`src/rtl/imu_cmd_seq.sv`:
```
// Command sequencer in front of the SPI monarch: configures the IMU after power-up,
// then turns data-ready interrupts into yaw-rate low/high reads and assembles the result.
module imu_cmd_seq #(
  parameter int TMR_W = 16
) (
  input  logic        clk,
  input  logic        rst_n,
  input  logic        INT,
  input  logic        done,
  input  logic [15:0] rd_data,
  output logic        wrt,
  output logic [15:0] cmd,
  output logic [15:0] yaw_rt,
  output logic        vld,
  output logic        init_done,
  output logic        missed
);

  localparam logic [2:0] INIT_WAIT = 3'd0;
  localparam logic [2:0] INIT1     = 3'd1;
  localparam logic [2:0] INIT2     = 3'd2;
  localparam logic [2:0] INIT3     = 3'd3;
  localparam logic [2:0] IDLE      = 3'd4;
  localparam logic [2:0] RDL       = 3'd5;
  localparam logic [2:0] RDH       = 3'd6;

  logic [2:0]       state_q, state_d;
  logic [TMR_W-1:0] tmr_q, tmr_d;
  logic             int_s1_q, int_s2_q, int_s3_q;
  logic             done_ff_q;
  logic             pend_q, pend_d;
  logic             missed_q, missed_d;
  logic             init_done_q, init_done_d;
  logic [7:0]       yl_q, yl_d;
  logic [15:0]      cmd_q, cmd_d;
  logic [15:0]      yaw_q, yaw_d;
  logic             vld_q, vld_d;
  logic             int_edge, done_edge, consume;
  logic             unused_rd_hi;

  assign int_edge  = int_s2_q & ~int_s3_q;
  // Only the rising edge counts: done stays high from the previous transaction.
  assign done_edge = done & ~done_ff_q;
  // Upper byte of rd_data is whatever the IMU clocked out during the address phase.
  assign unused_rd_hi = ^rd_data[15:8];

  always_comb begin
    state_d     = state_q;
    wrt         = 1'b0;
    cmd_d       = cmd_q;
    yl_d        = yl_q;
    yaw_d       = yaw_q;
    vld_d       = 1'b0;
    init_done_d = init_done_q;
    consume     = 1'b0;
    tmr_d       = (state_q == INIT_WAIT) ? tmr_q + 1'b1 : tmr_q;
    case (state_q)
      INIT_WAIT: if (&tmr_q) begin
        state_d = INIT1; wrt = 1'b1; cmd_d = 16'h0D02;
      end
      INIT1: if (done_edge) begin
        state_d = INIT2; wrt = 1'b1; cmd_d = 16'h1160;
      end
      INIT2: if (done_edge) begin
        state_d = INIT3; wrt = 1'b1; cmd_d = 16'h1440;
      end
      INIT3: if (done_edge) begin
        state_d = IDLE; init_done_d = 1'b1;
      end
      IDLE: if (pend_q) begin
        state_d = RDL; wrt = 1'b1; cmd_d = 16'hA600; consume = 1'b1;
      end
      RDL: if (done_edge) begin
        state_d = RDH; wrt = 1'b1; cmd_d = 16'hA700; yl_d = rd_data[7:0];
      end
      RDH: if (done_edge) begin
        state_d = IDLE; yaw_d = {rd_data[7:0], yl_q}; vld_d = 1'b1;
      end
      default: state_d = INIT_WAIT;
    endcase
  end

  // A new INT edge beats the IDLE consume in the same cycle, so nothing is lost there.
  always_comb begin
    pend_d   = pend_q;
    missed_d = missed_q;
    if (int_edge && init_done_q) begin
      pend_d = 1'b1;
      if (pend_q && !consume) missed_d = 1'b1;
    end else if (consume) begin
      pend_d = 1'b0;
    end
  end

  always_ff @(posedge clk or negedge rst_n) begin
    if (!rst_n) begin
      state_q     <= INIT_WAIT;
      tmr_q       <= '0;
      int_s1_q    <= 1'b0;
      int_s2_q    <= 1'b0;
      int_s3_q    <= 1'b0;
      done_ff_q   <= 1'b0;
      pend_q      <= 1'b0;
      missed_q    <= 1'b0;
      init_done_q <= 1'b0;
      yl_q        <= 8'h00;
      cmd_q       <= 16'h0000;
      yaw_q       <= 16'h0000;
      vld_q       <= 1'b0;
    end else begin
      state_q     <= state_d;
      tmr_q       <= tmr_d;
      int_s1_q    <= INT;
      int_s2_q    <= int_s1_q;
      int_s3_q    <= int_s2_q;
      done_ff_q   <= done;
      pend_q      <= pend_d;
      missed_q    <= missed_d;
      init_done_q <= init_done_d;
      yl_q        <= yl_d;
      cmd_q       <= cmd_d;
      yaw_q       <= yaw_d;
      vld_q       <= vld_d;
    end
  end

  // New command is presented in the wrt cycle itself and held from cmd_q afterwards.
  assign cmd       = cmd_d;
  assign yaw_rt    = yaw_q;
  assign vld       = vld_q;
  assign init_done = init_done_q;
  assign missed    = missed_q;

endmodule

```
`config.mk`:
```
export PLATFORM = sky130hd
export DESIGN_NAME = imu_cmd_seq
export DESIGN_NICKNAME = d
export VERILOG_FILES = /design/src/rtl/imu_cmd_seq.sv
export SDC_FILE = /design/constraint.sdc
export NUM_CORES = 1
export LEC_CHECK = 0
export ABC_AREA = 1
export CELL_PAD_IN_SITES_DETAIL_PLACEMENT = 0
export CELL_PAD_IN_SITES_GLOBAL_PLACEMENT = 1
export CORE_UTILIZATION = 40
export CTS_BUF_LIST = sky130_fd_sc_hd__clkbuf_8
export CTS_CLUSTER_SIZE = 25
export DETAILED_ROUTE_END_ITERATION = 8
export PLACE_DENSITY_LB_ADDON = 0.1
export SYNTH_ARGS = -nofsm -noshare
export SYNTH_HDL_FRONTEND = slang
export SYNTH_SLANG_ARGS = --single-unit
```
`constraint.sdc`:
```
create_clock -name clk -period 3.5 [get_ports clk]
set_clock_uncertainty 0.15 [all_clocks]
set_input_delay 0.525 -clock clk [delete_from_list [all_inputs] [get_ports clk]]
set_output_delay 0.525 -clock clk [all_outputs]
set_load 0.01 [all_outputs]
```
; After elaboration in Yosys (flattened, before gate mapping)
; Cells that the tools add are included.
; Widths: inputs -> output; s select.
[word_totals]
ff_bits = 67
input_bits = 20
out_inout_bits = 36
[classes]
addsub = 1
n_eq_ne = 12
muxes = 21
bitwise = 4
n_reduce_logical = 13
[ops]
columns = op, count
row1 = $mux 16, 5
row2 = $pmux 16 s5, 1
row3 = $mux 3, 6
row4 = $pmux 3 s6, 1
row5 = $add 16x1->16 const B, 1
row6 = $reduce_and 16->1, 1
row7 = $eq 3x3->1 const B, 3
row8 = $ne 2x2->1 const B, 4
row9 = $reduce_and 2->1, 4
row10 = $mux 1, 7
row11 = $eq 3x2->1 const B, 2
row12 = $reduce_and 6->1, 1
row13 = $ne 2x1->1 const B, 2
row14 = $eq 3x1->1 const B, 1
row15 = $logic_not 3->1, 1
row16 = $pmux 1 s3, 1
row17 = $reduce_or 3->1, 1
row18 = $and 1x1->1, 2
row19 = $logic_and 1x1->1, 2
row20 = $not 1->1, 2
row21 = $reduce_bool 2->1, 1
row22 = $reduce_or 2->1, 1
row23 = $logic_not 1->1, 1

; Logic depth before layout (Yosys ltp)
[depth]
depth_word = 5
depth_mapped = 9

; Least setup slack after synthesis
; No wires, ideal clock.
[synth_path]
kind = reg2out
from = register tmr_q[0]
to = output port cmd[0]
arrival_time_ns = 1.394
setup_slack_ns = 1.431
path_stages_with_launch = 9
n_path_buf = 0
cell_sequence = dfrtp_1 > ha_1 > inv_1 > nor2_1 > nand2_1 > nor2_1 > nand2_1 > nand3_2 > nor2_1
[synth_via]
elab_chain_cells = 3
[synth_lines]
columns = element, line_no
row1 = start: declaration, 28  ; logic [TMR_W-1:0] tmr_q, tmr_d;
row2 = start signal: assignment, 112  ; tmr_q <= tmr_d;
row3 = $reduce_and 16->1, 58  ; INIT_WAIT: if (&tmr_q) begin
row4 = $mux 16, 58
row5 = $pmux 16 s5, 57  ; case (state_q)
row6 = end: declaration, 12  ; output logic [15:0] cmd,
; Every way passes these cells.

; Worst setup path in the final report
[layout_path]
from = register state_q[2]
to = output port cmd[4]
[layout_via]
elab_chain_cells = 2
word_cells_on_any_way = 6
[layout_lines]
columns = element, line_no
row1 = start: declaration, 27  ; logic [2:0] state_q, state_d;
row2 = start signal: assignment, 111  ; state_q <= state_d;
row3 = $eq 3x3->1 (tied with other cells), 57
row4 = $pmux 16 s5 (*), 57
; Every way passes the cells marked *; elsewhere a longest branch is shown, timed or not.

==> flow_metrics.env <==
export IMPL_synth_seq_cells=67
export IMPL_ioPinCount=56
export IMPL_yosysSeqAreaShare_pct=53.8
export IMPL_viasPerCell=4.66
export IMPL_clkPwrFrac_pct=45.5
export IMPL_first_iter_violations=153
export IMPL_fp_dieW_um=90.3
export IMPL_clock_tree_root_cell="clkbuf_8"
export IMPL_antenna_found_initial=0
export IMPL_wl_per_cell_um=11.6
export IMPL_slew_headroom_pct=43.0
export IMPL_dieHeight_um=90.3
export IMPL_syn_area_per_cell_um2=8.19
export IMPL_cts_setup_buffers=0
export IMPL_maxSlewViolCount=0
export IMPL_fin_total_pwr_w=0.00150
export IMPL_coreArea_um2=7410
export IMPL_hpwl_mm=4.47
export IMPL_worst_path_stages=7
export IMPL_synth_cell_type_count=26
export IMPL_required_ns=2.82
export IMPL_wl_mm=6.30
export IMPL_cts_tree="built"
export IMPL_synthCells=381
export IMPL_maxCapViolations=0
export IMPL_areaGrowthSynthToFinish_pct=25.1
export IMPL_power_leakage_nw=1.94
export IMPL_crit_type="register to output port"
export IMPL_fin_crit_ns=3.20
export IMPL_fmax_mhz=312
export IMPL_cts_resized=0
export IMPL_numCtsBuffers=9
export IMPL_finalSetupViolations=0
export IMPL_diodes=0
export IMPL_rows=31
export IMPL_powerDensity_nw_per_um2=383
export IMPL_die_area_um2=8150
export IMPL_htree_levels=3
export IMPL_cts_hold_buf=0
export IMPL_switching_share_pct=20.9
export IMPL_cp_arrival_ns=2.53
export IMPL_port_buffers=47
export IMPL_clk_pin_slew_worst_paths_ns=0.07
export IMPL_clock_path_buffers=2
export IMPL_drive_gt1_share_pct=8.60
export IMPL_first_pass_iters=4
export IMPL_cp_slowest_cell="clkdlybuf4s50_1"
export IMPL_grt_usage_pct=16.9
export IMPL_crit_top_cell="nand2_1"
export IMPL_min_period_over_period_pct=91.4
export IMPL_yosys_warnings=0
export IMPL_layout_common_cells="nand2_1, dfrtp_1, inv_1, clkdlybuf4s50_1, nor2_1"
export IMPL_path_buf_inv=2
export IMPL_netlist_top_cells_area="dfrtp_1, nand2_1, inv_1"
export IMPL_yosys_area_top_type="dfrtp_1"
export IMPL_clk_latency_ns=0.33
export IMPL_route_detailed_drc=0
export IMPL_cts_sinks=67
export IMPL_path_cells="inv_1, nand3_1, nand2_1, nand2_1, nand3_2, nor2_1, clkdlybuf4s50_1"
export IMPL_setup_tns_final_ns=0
export IMPL_p_seq_share_pct=52.0
export IMPL_syn_nets=402
export IMPL_grt_pass1_vias=2334
export IMPL_peakVddDrop_mv=0.187
export IMPL_grt_max_degree=33
export IMPL_rsz0062_at_grt="no"
export IMPL_grt_first_pass_wirelength_mm=11.1
export IMPL_max_stage_delay_ns=0.56
export IMPL_p_sw_w=0.000312
export IMPL_drtAntennaViolNets=0
export IMPL_path_delay_family="simple AND/OR/NAND/NOR gates"
export IMPL_overflow=0
export IMPL_ff2ff_path_depth=8
export IMPL_hold_violations=0
export IMPL_layout_nets=458
export IMPL_start_util_pct=42.1
export IMPL_status="completed"
export IMPL_crit_path_max_fanout=13
export IMPL_globalplace_congestion=0.769
export IMPL_crit_path_end_kind="output port"
export IMPL_synth_top_area_share_pct=53.8
export IMPL_start_kind="register"
export IMPL_tightest_slew_ns=0.850
export IMPL_vias=2521
export IMPL_final_common_cell="nand2_1"
export IMPL_hold_path_class="input pin to asynchronous set/reset pin"
export IMPL_intPower_w=0.00118
export IMPL_pwr_share_comb_pct=2.5
export IMPL_syn_cell_area_um2=3120
==> routing by layer <==
metal | vias up | global-route usage (%) | part of all wire (%)
met4 | 0 | 7.26 | 1.3
li1 | 1311 | - | -
met1 | 1161 | 23.8 | 51
met2 | 43 | 25.4 | 45
met5 | - | 0 | 0
met3 | 6 | 3.28 | 3.1
==> final timing paths <==
kind	from	to	slack, ns
min in group clk	int_s1_q$_DFF_PN0_	int_s2_q$_DFF_PN0_	0.20
min reg2reg	int_s1_q$_DFF_PN0_	int_s2_q$_DFF_PN0_	0.20
min	rst_n	yaw_rt[6]$_DFFE_PN0P_	0.08
max in group asynchronous	rst_n	tmr_q[3]$_DFFE_PN0P_	2.35
max reg2reg	state_q[2]$_DFFE_PN0P_	state_q[0]$_DFFE_PN0P_	1.52
max	state_q[2]$_DFFE_PN0P_	cmd[4]	0.30
==> state kept, by name, summed over array words and instances, names as in the netlist, 3 cells and up <==
signal   flops
cmd_q       16
yaw_rt      16
tmr_q       16
yl_q         8
state_q      3
==> through the flow <==
stage | utilization [%] | cells | worst slack, ns | hold WS [ns] | cell area, um^2
6_report | 52.7 | 541 | 0.300 | 0.0782 | 3900
5_1_grt | 52.7 | 541 | 0.0563 | 0.138 | 3900
4_1_cts | 52.7 | 541 | 0.273 | 0.0930 | 3900
3_5_place_dp | 49.8 | 525 | 0.554 | 0.187 | 3690
3_3_place_gp | 49.8 | 525 | 0.600 | 0.183 | 3690
2_1_floorplan | - | 381 | 1.43 | 0.0794 | 3120
==> power groups by stage <==
stage	clock, W	combinational (W)	sequential [W]
finish	0.000680	0.0000378	0.000777
CTS	0.000701	0.0000395	0.000777
floorplan	0	0.00000537	0.000792
global placement	0	0.0000393	0.000792
global route	0.000735	0.0000438	0.000777
detailed placement	0	0.0000393	0.000792
==> logic make-up after synthesis <==
logic type,synth area share (%)
AOI/OAI and AO/OA,7.70
xor gates and xnor gates,2.25
adders and majority gates,0.401
buffers and inverters,7.58
DFF,53.8
and+or+nand+nor,28.3
==> cells in the mapped netlist, drive strengths merged <==
library cell  instances
a21oi                 5
a31o                  1
buf                   7
dfrtp                67
ha                    1
inv                  48
nand2               132
nand3                30
nand3b                2
nand4                 5
nor2                 38
nor3                  3
o211ai                1
o21ai                31
o22ai                 1
o31ai                 1
xnor2                 5
xor2                  3
==> final cells by class <==
cell class              instances  area, um^2
multi-input cells             259        1210
well taps                      99         124
clock buffers                   9         124
clock inverters                 7        85.1
inverters                      48         183
repair buffers                 52         503
flip-flops and latches         67        1680
fillers                       732        3510
(Power assumes the default switching activity.)
